### src/rtl/dft_exp_normalizer_if.sv
// Stream interfaces for dft_exp_normalizer: block-floating-point sink
// (mantissas + frame exponent) and fixed-point source.
interface dft_bfp_if #(parameter int W = 18, parameter int EXP_W = 4);
  logic                valid, ready, sop, eop;
  logic signed [W-1:0] re, im;
  logic [EXP_W-1:0]    exp;
  modport master (output valid, sop, eop, re, im, exp, input ready);
  modport slave  (input valid, sop, eop, re, im, exp, output ready);
endinterface

interface dft_fxp_if #(parameter int W = 24);
  logic                valid, ready, sop, eop;
  logic signed [W-1:0] re, im;
  modport master (output valid, sop, eop, re, im, input ready);
  modport slave  (input valid, sop, eop, re, im, output ready);
endinterface

### src/rtl/dft_exp_normalizer.sv
// Rescales BFP DFT output to saturated fixed point and polices sop/eop framing.
// Optional DFT_NORM_SAT_CNT_EN adds a per-frame saturation counter port sat_cnt.
module dft_exp_normalizer #(
  parameter int IN_W  = 18,
  parameter int OUT_W = 24,
  parameter int EXP_W = 4,
  parameter int LEN_W = 12
) (
  input  logic             clk,
  input  logic             rst,
  dft_bfp_if.slave         snk,
  dft_fxp_if.master        src,
  output logic [LEN_W-1:0] frame_len,
  output logic             frame_len_valid,
  output logic             frame_err
`ifdef DFT_NORM_SAT_CNT_EN
  ,
  output logic [15:0]      sat_cnt
`endif
);
  // Shift width holds the largest mantissa shifted by the largest exponent.
  localparam int SH_W = IN_W + (1 << EXP_W) - 1;
  localparam logic [LEN_W-1:0]        LEN_MAX = '1;
  localparam logic [OUT_W-1:0]        POS_OUT = {1'b0, {(OUT_W-1){1'b1}}};
  localparam logic [OUT_W-1:0]        NEG_OUT = {1'b1, {(OUT_W-1){1'b0}}};
  localparam logic signed [SH_W-1:0]  POS_MAX = {{(SH_W-OUT_W){1'b0}}, POS_OUT};
  localparam logic signed [SH_W-1:0]  NEG_MIN = {{(SH_W-OUT_W){1'b1}}, NEG_OUT};

  typedef enum logic {IDLE, IN_FRAME} state_t;

  state_t                  state, state_d;
  logic                    accept, fwd, err_d, len_done_d;
  logic [LEN_W-1:0]        len_cnt, len_d;
  logic [EXP_W-1:0]        exp_q, sh_amt;
  logic signed [SH_W-1:0]  re_ext, im_ext, s1_re, s1_im;
  logic                    s1_vld, s1_sop, s1_eop, s2_load;
  logic [OUT_W:0]          sat_re, sat_im;

  assign s2_load   = s1_vld && (!src.valid || src.ready);
  assign snk.ready = !rst && (!s1_vld || s2_load);
  assign accept    = snk.valid && snk.ready;

  // ---------------- frame FSM ----------------
  always_ff @(posedge clk or posedge rst)
    if (rst) state <= IDLE;
    else     state <= state_d;

  always_comb begin
    state_d    = state;
    fwd        = 1'b0;
    err_d      = 1'b0;
    len_done_d = 1'b0;
    len_d      = len_cnt;
    if (accept) begin
      if (snk.sop) begin
        // sop always opens a frame; inside a frame it also aborts the old one
        fwd        = 1'b1;
        err_d      = (state == IN_FRAME);
        len_d      = LEN_W'(1);
        len_done_d = snk.eop;
        state_d    = snk.eop ? IDLE : IN_FRAME;
      end else if (state == IN_FRAME) begin
        fwd        = 1'b1;
        len_d      = (len_cnt == LEN_MAX) ? len_cnt : len_cnt + 1'b1;
        len_done_d = snk.eop;
        if (snk.eop) state_d = IDLE;
      end else begin
        err_d = 1'b1;
      end
    end
  end

  always_ff @(posedge clk or posedge rst)
    if (rst) begin
      len_cnt         <= '0;
      exp_q           <= '0;
      frame_len       <= '0;
      frame_len_valid <= 1'b0;
      frame_err       <= 1'b0;
    end else begin
      len_cnt         <= len_d;
      frame_len_valid <= len_done_d;
      frame_err       <= err_d;
      if (len_done_d)         frame_len <= len_d;
      if (accept && snk.sop)  exp_q     <= snk.exp;
    end

  // ---------------- stage 1: shift ----------------
  assign sh_amt = snk.sop ? snk.exp : exp_q;
  assign re_ext = {{(SH_W-IN_W){snk.re[IN_W-1]}}, snk.re};
  assign im_ext = {{(SH_W-IN_W){snk.im[IN_W-1]}}, snk.im};

  always_ff @(posedge clk or posedge rst)
    if (rst) begin
      s1_vld <= 1'b0;
      s1_sop <= 1'b0;
      s1_eop <= 1'b0;
      s1_re  <= '0;
      s1_im  <= '0;
    end else if (accept) begin
      // dropped beats leave the stage empty, so they carry no markers on
      s1_vld <= fwd;
      s1_sop <= snk.sop;
      s1_eop <= snk.eop;
      s1_re  <= re_ext << sh_amt;
      s1_im  <= im_ext << sh_amt;
    end else if (s2_load) begin
      s1_vld <= 1'b0;
    end

  // ---------------- stage 2: saturate + output register ----------------
  function automatic logic [OUT_W:0] sat(input logic signed [SH_W-1:0] v);
    if (v > POS_MAX)      return {1'b1, POS_OUT};
    else if (v < NEG_MIN) return {1'b1, NEG_OUT};
    else                  return {1'b0, v[OUT_W-1:0]};
  endfunction

  assign sat_re = sat(s1_re);
  assign sat_im = sat(s1_im);

  always_ff @(posedge clk or posedge rst)
    if (rst) begin
      src.valid <= 1'b0;
      src.sop   <= 1'b0;
      src.eop   <= 1'b0;
      src.re    <= '0;
      src.im    <= '0;
    end else if (s2_load) begin
      src.valid <= 1'b1;
      src.sop   <= s1_sop;
      src.eop   <= s1_eop;
      src.re    <= sat_re[OUT_W-1:0];
      src.im    <= sat_im[OUT_W-1:0];
    end else if (src.ready) begin
      src.valid <= 1'b0;
    end

`ifdef DFT_NORM_SAT_CNT_EN
  logic [1:0]  sat_inc;
  logic [16:0] sat_sum;
  assign sat_inc = {1'b0, sat_re[OUT_W]} + {1'b0, sat_im[OUT_W]};
  // A sop beat reaching stage 2 restarts the count with its own saturations;
  // a sop accepted upstream clears it early so stale beats never leak in.
  assign sat_sum = (s1_sop ? 17'd0 : {1'b0, sat_cnt}) + 17'(sat_inc);

  always_ff @(posedge clk or posedge rst)
    if (rst)                    sat_cnt <= '0;
    else if (accept && snk.sop) sat_cnt <= '0;
    else if (s2_load)           sat_cnt <= sat_sum[16] ? 16'hFFFF : sat_sum[15:0];
`else
  logic unused_sat;
  assign unused_sat = sat_re[OUT_W] ^ sat_im[OUT_W];
`endif

endmodule

### src/flat_wrapper.sv
// flat-port wrapper written by rule: the top's interface ports become plain ports
module dft_exp_normalizer_flat 
#(
  parameter int IN_W  = 18,
  parameter int OUT_W = 24,
  parameter int EXP_W = 4,
  parameter int LEN_W = 12
)
  (clk, rst, frame_len, frame_len_valid, frame_err, snk_valid, snk_sop, snk_eop, snk_re, snk_im, snk_exp, snk_ready, src_valid, src_sop, src_eop, src_re, src_im, src_ready);
  dft_bfp_if #(.W(IN_W), .EXP_W(EXP_W)) snk_i ();
  dft_fxp_if #(.W(OUT_W)) src_i ();
  input  logic clk;
  input  logic rst;
  output logic [LEN_W-1:0] frame_len;
  output logic frame_len_valid;
  output logic frame_err;
  input wire logic [$bits(snk_i.valid)-1:0] snk_valid;
  input wire logic [$bits(snk_i.sop)-1:0] snk_sop;
  input wire logic [$bits(snk_i.eop)-1:0] snk_eop;
  input wire logic [$bits(snk_i.re)-1:0] snk_re;
  input wire logic [$bits(snk_i.im)-1:0] snk_im;
  input wire logic [$bits(snk_i.exp)-1:0] snk_exp;
  output wire logic [$bits(snk_i.ready)-1:0] snk_ready;
  output wire logic [$bits(src_i.valid)-1:0] src_valid;
  output wire logic [$bits(src_i.sop)-1:0] src_sop;
  output wire logic [$bits(src_i.eop)-1:0] src_eop;
  output wire logic [$bits(src_i.re)-1:0] src_re;
  output wire logic [$bits(src_i.im)-1:0] src_im;
  input wire logic [$bits(src_i.ready)-1:0] src_ready;
  assign snk_i.valid = snk_valid;
  assign snk_i.sop = snk_sop;
  assign snk_i.eop = snk_eop;
  assign snk_i.re = snk_re;
  assign snk_i.im = snk_im;
  assign snk_i.exp = snk_exp;
  assign snk_ready = snk_i.ready;
  assign src_valid = src_i.valid;
  assign src_sop = src_i.sop;
  assign src_eop = src_i.eop;
  assign src_re = src_i.re;
  assign src_im = src_i.im;
  assign src_i.ready = src_ready;
  dft_exp_normalizer #(.IN_W(IN_W), .OUT_W(OUT_W), .EXP_W(EXP_W), .LEN_W(LEN_W)) u_core (.clk(clk), .rst(rst), .snk(snk_i), .src(src_i), .frame_len(frame_len), .frame_len_valid(frame_len_valid), .frame_err(frame_err));
endmodule
### config.mk
export PLATFORM = sky130hd
export DESIGN_NAME = dft_exp_normalizer_flat
export DESIGN_NICKNAME = d
export VERILOG_FILES = /design/src/rtl/dft_exp_normalizer_if.sv /design/src/rtl/dft_exp_normalizer.sv /design/src/flat_wrapper.sv
export SDC_FILE = /design/constraint.sdc
export NUM_CORES = 1
export LEC_CHECK = 0
export ABC_AREA = 1
export ABC_CLOCK_PERIOD_IN_PS = 4050
export BUFFER_PORTS_ARGS = -buffer_cell sky130_fd_sc_hd__buf_2
export CAP_MARGIN = 20
export CORE_UTILIZATION = 45
export CTS_BUF_LIST = sky130_fd_sc_hd__clkbuf_8
export CTS_CLUSTER_DIAMETER = 50
export DETAILED_ROUTE_END_ITERATION = 7
export PLACE_DENSITY = 0.74
export SLEW_MARGIN = 20
export SYNTH_ARGS = -nofsm -noshare
export SYNTH_HDL_FRONTEND = slang
export SYNTH_SLANG_ARGS = --single-unit
### constraint.sdc
create_clock -name clk -period 4.05 [get_ports clk]
set_input_delay 0.2025 -clock clk [delete_from_list [all_inputs] [get_ports clk]]
set_output_delay 0.2025 -clock clk [all_outputs]
set_load 0.05 [all_outputs]
---- Yosys cells after proc, flatten, opt, wreduce, memory -nomap -nowiden ----
Cells that the tools add are included.
Widths: inputs -> output; s select.
operators by class
  add/subtract/negate cells ............... 1
  order comparisons ....................... 4
  eq/ne operators ......................... 1
  shift-type cells ........................ 2
  mux-type cells .......................... 24
  reductions and logical operators ........ 11
operators with widths
  cell                   number
  $mux 24                4
  $gt 33x24->1 const B   2
  $lt 33x24->1 const B   2
  $shl 33x4->33          2
  $mux 12                4
  $mux 1                 15
  $add 12x1->12 const B  1
  $eq 12x12->1 const B   1
  $logic_and 1x1->1      4
  $mux 4                 1
  $reduce_bool 2->1      2
  $logic_not 1->1        3
  $logic_or 1x1->1       2
word-level totals
  flip-flop bits (word level) ............. 151
  input port bits ......................... 46
  output and inout bits ................... 66
  word-level logic and storage cells ...... 59

---- Logic depth before layout (Yosys ltp) ----
  word-level depth ........................ 7
  depth in mapped cells ................... 12

---- Worst setup path after synthesis ----
No wires, ideal clock.
  kind .................................... input to register
  start point ............................. input port rst
  end point ............................... register u_core.s1_re[6]
  arrival time ............................ 3038 ps
  data required time ...................... 3933 ps
  path slack .............................. 895 ps
  stages .................................. 7
  path through ............................ inv_2 -> nand3_4 -> buf_4 -> buf_4 -> buf_2 -> nand2_1 -> nand2_1
on the way
  word-level cells in the longest chain between the ends .. 3
RTL lines
  element               RTL line                   text
  from (decl)           flat_wrapper.sv:13         input logic rst;
  $logic_not 1->1       dft_exp_normalizer.sv:40   assign snk.ready = !rst && (!s1_vld || s2_load);
  $logic_and 1x1->1     dft_exp_normalizer.sv:40
  $logic_and 1x1->1     dft_exp_normalizer.sv:41   assign accept = snk.valid && snk.ready;
  to (signal assigned)  dft_exp_normalizer.sv:105  s1_re <= re_ext << sh_amt;
  to (decl)             dft_exp_normalizer.sv:35   logic signed [SH_W-1:0] re_ext, im_ext, s1_re, s1_im;
No other way between the ends.
A chain may end at the register's enable or synchronous reset.

---- Worst setup path after layout ----
  start point ............................. input port rst
  end point ............................... register u_core.frame_len[7]
on the way
  word-level cells in the longest chain between the ends .. 4
RTL lines
  element                            RTL line                  text
  $logic_not 1->1 (*)                dft_exp_normalizer.sv:40
  $logic_and 1x1->1 (*)              dft_exp_normalizer.sv:40
  $logic_and 1x1->1 (*)              dft_exp_normalizer.sv:41
  $mux 12 or $mux 1 (tied branches)  dft_exp_normalizer.sv:54  if (accept) begin
  to (signal assigned)               dft_exp_normalizer.sv:84  if (len_done_d) frame_len <= len_d;
  to (decl)                          dft_exp_normalizer.sv:13  output logic [LEN_W-1:0] frame_len,
Every way passes the cells marked *; elsewhere a longest branch is shown, timed or not.

==> summary.txt <==
Synth
  – Net count after synthesis: 1147
  – Primary FF master, synth: dfrtp_1
  – Synth unique cells: 34
  – Post-Syn Instances: 1099
  – Synthesized flop and latch total: about 150
  – EDFF count, synth: 0
  – Synth warnings: 0
  – Seq/Total Area, Yosys: 0.461
  – Post-synth ARST share: 1.00
  – Avg Cell Area, Syn: between 7 and 8 sq um
  – Netlist Area Pre-Place: ~8200 sq um

Place
  – Dpl hpwl: roughly 15 mm
  – # port buffers: 111
  – Final RePlAce weighted congestion: slightly above 0.9

Pwr
  – Pwr Density: 549 nW/um^2
  – Pleak: 4.60 nW
  – Peak supply drop: 0.000332 V

Route
  – Drt wl/cell: 14.9 microns
  – Vias/cell: roughly 5.4
  – Vias: roughly 7600
  – Top sig layer: met4
  – TritonRoute pass-1 iters: 6
  – Post-route ant nets: 0
  – Routed wl met3: 1.45 mm
  – Metal-1 WL: 10.4 mm
  – Drt drc: 0
  – WL final: approximately 21 mm
  – Met2 WL post-DR: 9.04 mm
  – DRT iter0 DRCs: 871

Cells and area
  – Sequential cell area: between 3000 and 4000 sq um
  – Area delta synth->final: 11.5%
  – Layout cells sized above 1: 0.152
  – Most common cell after layout, fill and taps aside: nand2_1
  – Area of the multi-input gates: 3750 sq um
  – Fillers: about 1800
  – Final Net Count: ~1200
  – Commonest non-fill, non-tap cells in the layout: 283 x nand2_1, 262 x nand3_1, 151 x dfrtp_1

Floorplanning
  – FP Rows: 48
  – Initial core utilization: 0.467
  – Die area: around 19000 sq um
  – Die height: 137 microns
  – # IOs: 112
  – CORE AREA: 17500 sq um
  – Die Width: 137 microns

Clocking
  – H-tree Lvls: 4
  – Skew-Pair Late Insertion Delay: 470 ps
  – TritonCTS clock tree: done
  – # hold bufs at CTS: 4
  – Clock Path Buffers: 2
  – Post_cts resized: 0
  – Clk pin slew, worst setup/hold paths: approximately 80 ps
  – CTS Buf Count: 17
  – Clock tree sinks: 151
  – CTS root buffer: clkbuf_8
  – Setup bufs post-CTS: 0

Setup path
  – CP arrival: 3030 ps
  – Startpoint Class: input pin
  – Worst EP required: 4390 ps
  – CP Max Fanout: 34
  – Setup crit end kind: flop
  – Crit Path Class: in2reg

Timing
  – Peak Freq: ~370 MHz
  – Worst-margin pin slew: 988 ps
  – Min Hold Slack: 20.5 ps
  – Slew headroom: 0.341
  – Final hold vios: 0
  – Final Max Tran Viols: 0
  – Final setup TNS: 0 ps
  – # setup viols final: 0
  – Skew final: 15.1 ps
  – Period minus WS final: 2700 ps
  – Final period util: 0.666
  – RSZ-0062 raised after global routing: false

Job
  – Max capacitance violation total: 0

GRT
  – Grt total ovfl: 0
  – Pin count of the biggest net entering global routing: 74
  – Initial antenna violation count: 0
  – Gr usage total: 0.238
  – First-pass GRT wire length: 34.4 mm
  – Vias in the first global route: 6726

Worst hold path
  – HP Class: in2reg

Run status
  – Outcome: finished clean
==> final cells by class <==
| type | count | area share |
|---|---|---|
| repair buffers | 122 | 0.0710 |
| flip-flops and latches | 151 | 0.414 |
| inverters | 81 | 0.0347 |
| clock buffers | 19 | 0.0286 |
| multi-input cells | 809 | 0.411 |
| clock inverters | 12 | 0.0101 |
| diodes | 1 | 0.000274 |
| well taps | 225 | 0.0308 |
==> metal layers <==
layer  GRT usage  up-vias
met1       0.367     3524
met4      0.0684        0
met2       0.331      296
met3      0.0485       29
met5           0        -
li1            -     3782
==> flip-flops by register name, indices dropped and copies added, names as in the netlist <==
name                    flops
u_core.src.re              24
u_core.s1_re               33
u_core.src.sop              1
u_core.len_cnt             12
u_core.s1_eop               1
u_core.src.eop              1
u_core.frame_err            1
u_core.frame_len           12
u_core.exp_q                4
u_core.frame_len_valid      1
u_core.s1_im               33
u_core.s1_vld               1
u_core.s1_sop               1
u_core.state                1
u_core.src.im              24
u_core.src.valid            1
==> stage by stage <==
| stage | instances | total power [mW] | cell area, sq um | worst slack, ps | util |
|---|---|---|---|---|---|
| final | 1420 | 5.01 | 9130 | 1350 | 0.521 |
| after global placement | 1384 | 3.95 | 8740 | 1430 | 0.498 |
| after CTS | 1419 | 5.04 | 9130 | 1400 | 0.521 |
| after detailed placement | 1384 | 3.98 | 8740 | 1440 | 0.498 |
| after global routing | 1419 | 5.32 | 9130 | 1100 | 0.521 |
| after floorplan | 1099 | 3.54 | 8190 | 895 | - |
==> cell families (layout without fill, tap and decap cells) <==
group | after synthesis | count (layout) | synth area share
and+or+nand+nor | 711 | 711 | 0.388
other | 0 | 1 | 0
AOI/OAI and AO/OA | 96 | 96 | 0.0658
DFF | 151 | 151 | 0.461
buffers and inverters | 139 | 234 | 0.0820
adders and majority gates | 2 | 2 | 0.00305
==> synth_stat cells, types with 6 or more instances <==
master   number  area (sq um)
a21oi_1      61           305
buf_2        36           180
buf_4        10          75.1
buf_6         8          90.1
dfrtp_1     151          3780
inv_1        74           278
inv_2         6          22.5
nand2_1     283          1060
nand2_2       6          37.5
nand3_1     262          1310
nand4_1      16           100
nor2_1      119           447
o21ai_0      15          75.1
==> worst max-delay path, cell delays in order <==
cell           delay, ps
dlygate4sd3_1        530
buf_2                140
inv_6                170
nand3_4              400
nor2_1               870
inv_1                480
nand2_1              140
o21ai_1               70
==> where the power goes <==
group,switching [mW],leakage (nW),internal [mW]
combinational,1.38,2.62,0.474
sequential,0.236,1.80,1.86
clock,0.601,0.184,0.461
total,2.22,4.60,2.80
==> worst paths after layout <==
path / from / to / slack (ps) / cells after the start
max: rst / u_core.frame_len[7] / 1350 / 8
min: src_ready / u_core.src.valid / 20 / 4
max reg2reg: u_core.src.valid / u_core.frame_len[7] / 1400 / 6
min reg2reg: u_core.src.sop / u_core.src.sop / 480 / 2
max in group asynchronous: rst / u_core.src.im[22] / 2630 / 4
min in group asynchronous: rst / u_core.src.valid / 220 / 3
Power figures use the tool's default switching activity.
